[src/rtl/ann_pkg.sv]
// Shared defaults, FSM state type and saturation limits for the neuron accumulator.
package ann_pkg;

  localparam int IN_W_DEF  = 20;
  localparam int OUT_W_DEF = 16;

  typedef enum logic [1:0] {
    IDLE  = 2'd0,
    ACCUM = 2'd1,
    FINAL = 2'd2,
    OUT   = 2'd3
  } state_e;

  // Largest (neg=0) or smallest (neg=1) value representable in a w-bit signed word.
  function automatic longint sat_limit(input int w, input bit neg);
    longint mag;
    mag = longint'(1) << (w - 1);
    return neg ? -mag : mag - 1;
  endfunction

endpackage

[src/rtl/acc_shift_sat.sv]
// Combinational rescale of the accumulator: arithmetic right shift, then signed saturation.
// NEURON_ACC_RELU_EN: clamp negative results to zero instead of passing them through.
module acc_shift_sat
  import ann_pkg::*;
#(
  parameter int ACC_W      = 30,
  parameter int FRAC_SHIFT = 8,
  parameter int OUT_W      = OUT_W_DEF
) (
  input  logic signed [ACC_W-1:0] acc_i,
  output logic signed [OUT_W-1:0] data_o,
  output logic                    sat_o
);

  logic signed [ACC_W-1:0] shifted;
  longint                  shifted_l;

  assign shifted = acc_i >>> FRAC_SHIFT;

  always_comb begin
    shifted_l = longint'(shifted);
    data_o    = OUT_W'(shifted);
    sat_o     = 1'b0;
    if (shifted_l > sat_limit(OUT_W, 1'b0)) begin
      data_o = OUT_W'(sat_limit(OUT_W, 1'b0));
      sat_o  = 1'b1;
    end else if (shifted_l < sat_limit(OUT_W, 1'b1)) begin
      data_o = OUT_W'(sat_limit(OUT_W, 1'b1));
      sat_o  = 1'b1;
    end
`ifdef NEURON_ACC_RELU_EN
    if (shifted_l < 0) begin
      data_o = '0;
      sat_o  = 1'b0;
    end
`endif
  end

endmodule

[src/rtl/neuron_accumulator.sv]
// Sums one neuron's partial-sum stream plus bias, then emits a rescaled, saturated activation.
// Optional ReLU clamp in the rescale path is enabled by NEURON_ACC_RELU_EN.
//
// state | meaning
// IDLE  | waiting for the first beat of a neuron (bias is sampled with it)
// ACCUM | adding further beats until in_last or the term count is reached
// FINAL | one cycle to rescale/saturate the sum into the output register
// OUT   | result held on out_*, waiting for out_ready
module neuron_accumulator
  import ann_pkg::*;
#(
  parameter int IN_W       = IN_W_DEF,
  parameter int N_TERMS    = 392,
  parameter int ACC_W      = 30,
  parameter int FRAC_SHIFT = 8,
  parameter int OUT_W      = OUT_W_DEF
) (
  input  logic                   clk,
  input  logic                   rst,
  input  logic                   in_valid,
  output logic                   in_ready,
  input  logic signed [IN_W-1:0] in_data,
  input  logic                   in_last,
  input  logic signed [IN_W-1:0] bias_in,
  output logic                   out_valid,
  input  logic                   out_ready,
  output logic signed [OUT_W-1:0] out_data,
  output logic                   out_sat,
  output logic                   out_len_err
);

  localparam int CNT_W = $clog2(N_TERMS + 1);

  state_e                   state_q, state_d;
  logic signed [ACC_W-1:0]  acc_q, acc_d;
  logic [CNT_W-1:0]         cnt_q, cnt_d;
  logic [CNT_W-1:0]         cnt_inc;
  logic                     term_err_q, term_err_d;
  logic                     out_valid_q, out_valid_d;
  logic signed [OUT_W-1:0]  out_data_q, out_data_d;
  logic                     out_sat_q, out_sat_d;
  logic                     out_len_err_q, out_len_err_d;
  logic signed [OUT_W-1:0]  scaled_data;
  logic                     scaled_sat;
  logic                     accept;
  logic                     at_count;

  acc_shift_sat #(
    .ACC_W      (ACC_W),
    .FRAC_SHIFT (FRAC_SHIFT),
    .OUT_W      (OUT_W)
  ) u_shift_sat (
    .acc_i  (acc_q),
    .data_o (scaled_data),
    .sat_o  (scaled_sat)
  );

  assign in_ready = (state_q == IDLE) || (state_q == ACCUM);
  assign accept   = in_valid && in_ready;
  assign cnt_inc  = (state_q == IDLE) ? CNT_W'(1) : cnt_q + CNT_W'(1);
  assign at_count = (cnt_inc == CNT_W'(N_TERMS));

  always_comb begin
    state_d       = state_q;
    acc_d         = acc_q;
    cnt_d         = cnt_q;
    term_err_d    = term_err_q;
    out_valid_d   = out_valid_q;
    out_data_d    = out_data_q;
    out_sat_d     = out_sat_q;
    out_len_err_d = out_len_err_q;
    unique case (state_q)
      IDLE, ACCUM: begin
        if (accept) begin
          acc_d = (state_q == IDLE) ? ACC_W'(in_data) + ACC_W'(bias_in)
                                    : acc_q + ACC_W'(in_data);
          cnt_d = cnt_inc;
          // Terminate on whichever comes first; only a last flag on the final count is clean.
          if (in_last || at_count) begin
            state_d    = FINAL;
            term_err_d = !(in_last && at_count);
          end else begin
            state_d = ACCUM;
          end
        end
      end
      FINAL: begin
        out_data_d    = scaled_data;
        out_sat_d     = scaled_sat;
        out_len_err_d = term_err_q;
        out_valid_d   = 1'b1;
        state_d       = OUT;
      end
      OUT: begin
        if (out_ready) begin
          out_valid_d = 1'b0;
          state_d     = IDLE;
        end
      end
      default: state_d = IDLE;
    endcase
  end

  always_ff @(posedge clk) begin
    if (rst) begin
      state_q       <= IDLE;
      acc_q         <= '0;
      cnt_q         <= '0;
      term_err_q    <= 1'b0;
      out_valid_q   <= 1'b0;
      out_data_q    <= '0;
      out_sat_q     <= 1'b0;
      out_len_err_q <= 1'b0;
    end else begin
      state_q       <= state_d;
      acc_q         <= acc_d;
      cnt_q         <= cnt_d;
      term_err_q    <= term_err_d;
      out_valid_q   <= out_valid_d;
      out_data_q    <= out_data_d;
      out_sat_q     <= out_sat_d;
      out_len_err_q <= out_len_err_d;
    end
  end

  assign out_valid   = out_valid_q;
  assign out_data    = out_data_q;
  assign out_sat     = out_sat_q;
  assign out_len_err = out_len_err_q;

endmodule

[config.mk]
export PLATFORM = sky130hd
export DESIGN_NAME = neuron_accumulator
export DESIGN_NICKNAME = d
export VERILOG_FILES = /design/src/rtl/ann_pkg.sv /design/src/rtl/acc_shift_sat.sv /design/src/rtl/neuron_accumulator.sv
export SDC_FILE = /design/constraint.sdc
export NUM_CORES = 1
export LEC_CHECK = 0
export ABC_AREA = 1
export BUFFER_PORTS_ARGS = -buffer_cell sky130_fd_sc_hd__clkbuf_2
export CAP_MARGIN = 0
export CORE_UTILIZATION = 33
export CTS_CLUSTER_DIAMETER = 120
export DETAILED_ROUTE_END_ITERATION = 8
export PLACE_DENSITY = 0.47
export SLEW_MARGIN = 30
export SYNTH_ARGS = -nofsm -noshare
export SYNTH_HDL_FRONTEND = slang
export SYNTH_SLANG_ARGS = --single-unit
[constraint.sdc]
create_clock -name clk -period 4.9 [get_ports clk]
set_clock_uncertainty 0.15 [all_clocks]
set_input_delay 0.245 -clock clk [delete_from_list [all_inputs] [get_ports clk]]
set_output_delay 0.245 -clock clk [all_outputs]
set_load 0.03 [all_outputs]
==> summary.md <==
| Metric | Value |
|---|---|
| Post-route clock period utilization | `51.1%` |
| Accumulated negative setup slack | `0 ns` |
| Routed length on met1 | `11.1 mm` |
| Max-slew violation total from the final report | `0` |
| Hold Violations, Final | `0` |
| Post-route antenna net violation count | `0` |
| Slew at the pin closest to its max-slew limit | `0.930 ns` |
| Proportion of synthesized chip area in sequential cells | `19.6%` |
| Run status | `complete, but fails checks` |
| Final nets | `1251` |
| Core occupancy in the finished layout | `38.8%` |
| Hold path startpoint | `in_valid` |
| Reg2Reg Depth | `6` |
| Primary FF master, synth | `sky130_fd_sc_hd__dfxtp_1` |
| Worst-case setup margin in the final layout | `2.39 ns` |
| Vias post-DR | `6681` |
| Library cell with the largest summed area after synthesis | `sky130_fd_sc_hd__nand2_1` |
| Kind of critical path | `flip-flop to flip-flop` |
| Number of distinct standard cells referenced by the synthesized netlist | `39` |
| I/O Buffers | `64` |
| Number of detailed-routing iterations run before antenna repair | `9` |
| Final HPWL from detailed placement | `16.7 mm` |
| Post-Place Cells | `1372` |
| Setup repair after global routing missed its margin | `no` |
| Net count after synthesis | `1196` |
| Max cap viols | `0` |
| Fill cells | `2126` |
| Total non-filler cell area in the finished layout | `7060 um^2` |
| Routed length per instance | `15.1 um` |
| Via-per-instance ratio | `4.81` |
| Top-level port count | `65` |
| Number of CTS-inserted buffers | `9` |
| Rel. slew slack | `37.6%` |
| Syn Inst Count | `1099` |
| Number of rows created at floorplan | `49` |
| Crit-path leading delay family | `buffers and inverters` |
| Top cell type's share of synthesized area | `22.2%` |
| Share of layout cells above drive strength 1 | `10.1%` |
| Worst slack at placement | `2.42 ns` |
| Leading cell types by total area after synthesis | `sky130_fd_sc_hd__nand2_1, sky130_fd_sc_hd__dfxtp_1, sky130_fd_sc_hd__ha_1` |
| Time the worst path needs with I/O delays and setup | `2.51 ns` |
| Final Routed Wirelength | `21.0 mm` |
| Req. time, crit path | `4.97 ns` |
| DRC violation total after the first TritonRoute iteration | `439` |
| Vias in the first global route | `6243` |
| H-tree levels | `3` |
| Initial cell density of the core | `34.1%` |
| Final-report setup violation count | `0` |
| DR WL met3 | `584 um` |
| Worst-path cell with the longest stage delay | `sky130_fd_sc_hd__clkinv_2` |
| Multi-input combinational cell area | `4210 um^2` |
| Leakage power | `3.82 nW` |
| Failing checks | `design-rule violations` |
| Worst setup SP type | `flip-flop` |
| Vertical die dimension | `139 um` |
| Setup slack of the worst register-to-register path | `2.39 ns` |
| Source-to-sink clock delay at the later pin of the worst-skew pair | `0.34 ns` |
| Area taken by flip-flops and latches | `1220 um^2` |
| Buf/Inv on CP | `3` |
| Root buffer selected by CTS | `sky130_fd_sc_hd__clkbuf_16` |
| Placed cell area | `6730 um^2` |
| Count of clock tree sinks | `61` |
| Min-Delay Path Class | `primary input to flip-flop` |
| Crit Reg-Reg Endpoint | `acc_q[27]` |
| Start point of the critical path | `state_q[1]` |
| Count of state elements after synthesis | `61` |
| Initial antenna violation count | `0` |
| Library cell with the highest instance count after synthesis | `sky130_fd_sc_hd__nand2_1` |
| Overall fraction of global-route tracks in use | `22.3%` |
| Final cell count without fillers | `1388` |
| Instance count on the critical path | `6` |
| Horiz. Die Dim | `139 um` |
| DRC violation count after routing | `3` |
| Endpoint of the worst setup timing path | `acc_q[27]` |
| Max VDD drop | `205 uV` |
| Total power after layout | `2.11 mW` |
| Post-synth top cells | `sky130_fd_sc_hd__nand2_1, sky130_fd_sc_hd__inv_1, sky130_fd_sc_hd__nor2_1, sky130_fd_sc_hd__nand3_1, sky130_fd_sc_hd__a21oi_1` |
| Count of flip-flops with a built-in enable after synthesis | `0` |
| Top metal layer carrying routed signals | `met4` |
| Met2 routed wirelength | `9.05 mm` |
| Count of synthesis-stage warnings from yosys | `0` |
| Post-CTS repair timing setup buffer count | `0` |
| Final RePlAce weighted congestion | `0.857` |
| Synth Cell Area | `6210 um^2` |
| Global-route wire length before repair | `33.5 mm` |
| Synthesized area divided by synthesized cell count | `5.65 um^2` |
| Area Growth Syn to Fin | `13.6%` |
| CTS tree | `yes` |
| Largest fanout of any net on the critical path | `53` |
| Share of synthesized registers carrying an async set or reset | `0%` |
| Type of destination of the critical path | `flip-flop` |
| Total congestion overflow | `0` |
| CP peak stage delay | `0.70 ns` |
| Floorplan die area | `19400 um^2` |
| Maximum clock path buffer count | `2` |
| Hold-fix buffers, CTS | `0` |
| Power density over cell area | `298 nW/um^2` |
| Clock transition at the register clock pins on the worst setup and hold paths after CTS | `0.06 ns` |
| Quantity of gates resized following cts | `0` |
| Final hold slack | `0.0885 ns` |
| Largest net degree at the start of global routing | `54` |
| R2r startpoint | `state_q[1]` |
| Placeable Area | `18200 um^2` |
| Worst Path Arrival | `2.58 ns` |
| Antenna diode instance count | `0` |
| Fmax | `0.399 GHz` |
| Series of cell instances along the critical path | `inv_2, nand2_1, clkinv_2, buf_4, o21ai_0, nor2_1` |
placed cells by master, fill, tap and decap left out, types with 2 or more instances in the layout:
cell type and count:
sky130_fd_sc_hd__nand3b_1 13, sky130_fd_sc_hd__nor3_1 2, sky130_fd_sc_hd__clkbuf_8 2, sky130_fd_sc_hd__o211ai_1 6
sky130_fd_sc_hd__nand2_2 4, sky130_fd_sc_hd__nand3_1 87, sky130_fd_sc_hd__nand2_1 368, sky130_fd_sc_hd__a21oi_1 67
sky130_fd_sc_hd__a21o_1 2, sky130_fd_sc_hd__buf_4 2, sky130_fd_sc_hd__ha_1 50, sky130_fd_sc_hd__bufinv_16 2
sky130_fd_sc_hd__clkbuf_1 2, sky130_fd_sc_hd__o21ai_1 15, sky130_fd_sc_hd__nor2_4 3, sky130_fd_sc_hd__nor4_1 2
sky130_fd_sc_hd__clkbuf_2 64, sky130_fd_sc_hd__xor2_1 8, sky130_fd_sc_hd__inv_1 162, sky130_fd_sc_hd__o21bai_1 7
sky130_fd_sc_hd__inv_2 11, sky130_fd_sc_hd__fa_1 2, sky130_fd_sc_hd__clkbuf_16 9, sky130_fd_sc_hd__nor2_2 6
sky130_fd_sc_hd__o21ai_0 36, sky130_fd_sc_hd__or2_1 3, sky130_fd_sc_hd__xnor2_1 2, sky130_fd_sc_hd__nor2_1 124
sky130_fd_sc_hd__a21oi_2 3, sky130_fd_sc_hd__o22ai_1 3, sky130_fd_sc_hd__nand4_1 11, sky130_fd_sc_hd__clkinv_1 5
sky130_fd_sc_hd__nand3_2 5, sky130_fd_sc_hd__dfxtp_1 61
sequential cells by signal, indices dropped and copies added, names as in the netlist:
name	cells
acc_q	30
out_data	16
out_len_err	1
out_valid	1
out_sat	1
cnt_q	9
term_err_q	1
state_q	2
how the worst min path moves through the flow:
| stage | cells after the start | endpoint |
|---|---|---|
| 2_1_floorplan | 2 | term_err_q |
| 3_3_place_gp | 2 | out_data[14] |
| 3_5_place_dp | 2 | out_data[12] |
| 4_1_cts | 4 | state_q[0] |
| 5_1_grt | 4 | state_q[0] |
| 6_report | 4 | state_q[0] |
routing by layer:
metal,global-route usage (%),vias up
met1,32.4,2976
met4,5.91,0
li1,-,3597
met5,0,-
met3,1.93,17
met2,35.0,91
tightest hold or removal path, delay by kind of cell:
| family | cells | cell delay (ns) |
|---|---|---|
| AOI/OAI and AO/OA | 2 | 0.13 |
| buffers and inverters | 2 | 0.14 |
layout make-up:
class | count | share of cell area, %
Multi-Input combinational cell | 836 | 59.6
Sequential cell | 61 | 17.3
Inverter | 180 | 9.62
Timing Repair Buffer | 66 | 4.75
Tap cell | 229 | 4.06
Clock buffer | 13 | 3.69
Clock inverter | 3 | 0.957
power by group:
group | internal (mW) | leakage (nW) | switching, mW | total (mW)
Sequential | 0.544 | 0.503 | 0.0467 | 0.590
Clock | 0.474 | 0.156 | 0.250 | 0.724
Combinational | 0.259 | 3.16 | 0.532 | 0.792
Total | 1.28 | 3.82 | 0.829 | 2.11
cells by family after synthesis:
| family | share of synthesized area, % |
|---|---|
| buffers and inverters | 12.6 |
| AO/OA/AOI/OAI | 12.9 |
| AND/OR/NAND/NOR | 42.7 |
| flip-flops | 19.6 |
| adder cells (fa/ha/maj) | 10.7 |
| XOR/XNOR | 1.41 |
No activity file was read; power rests on OpenSTA's default activity.
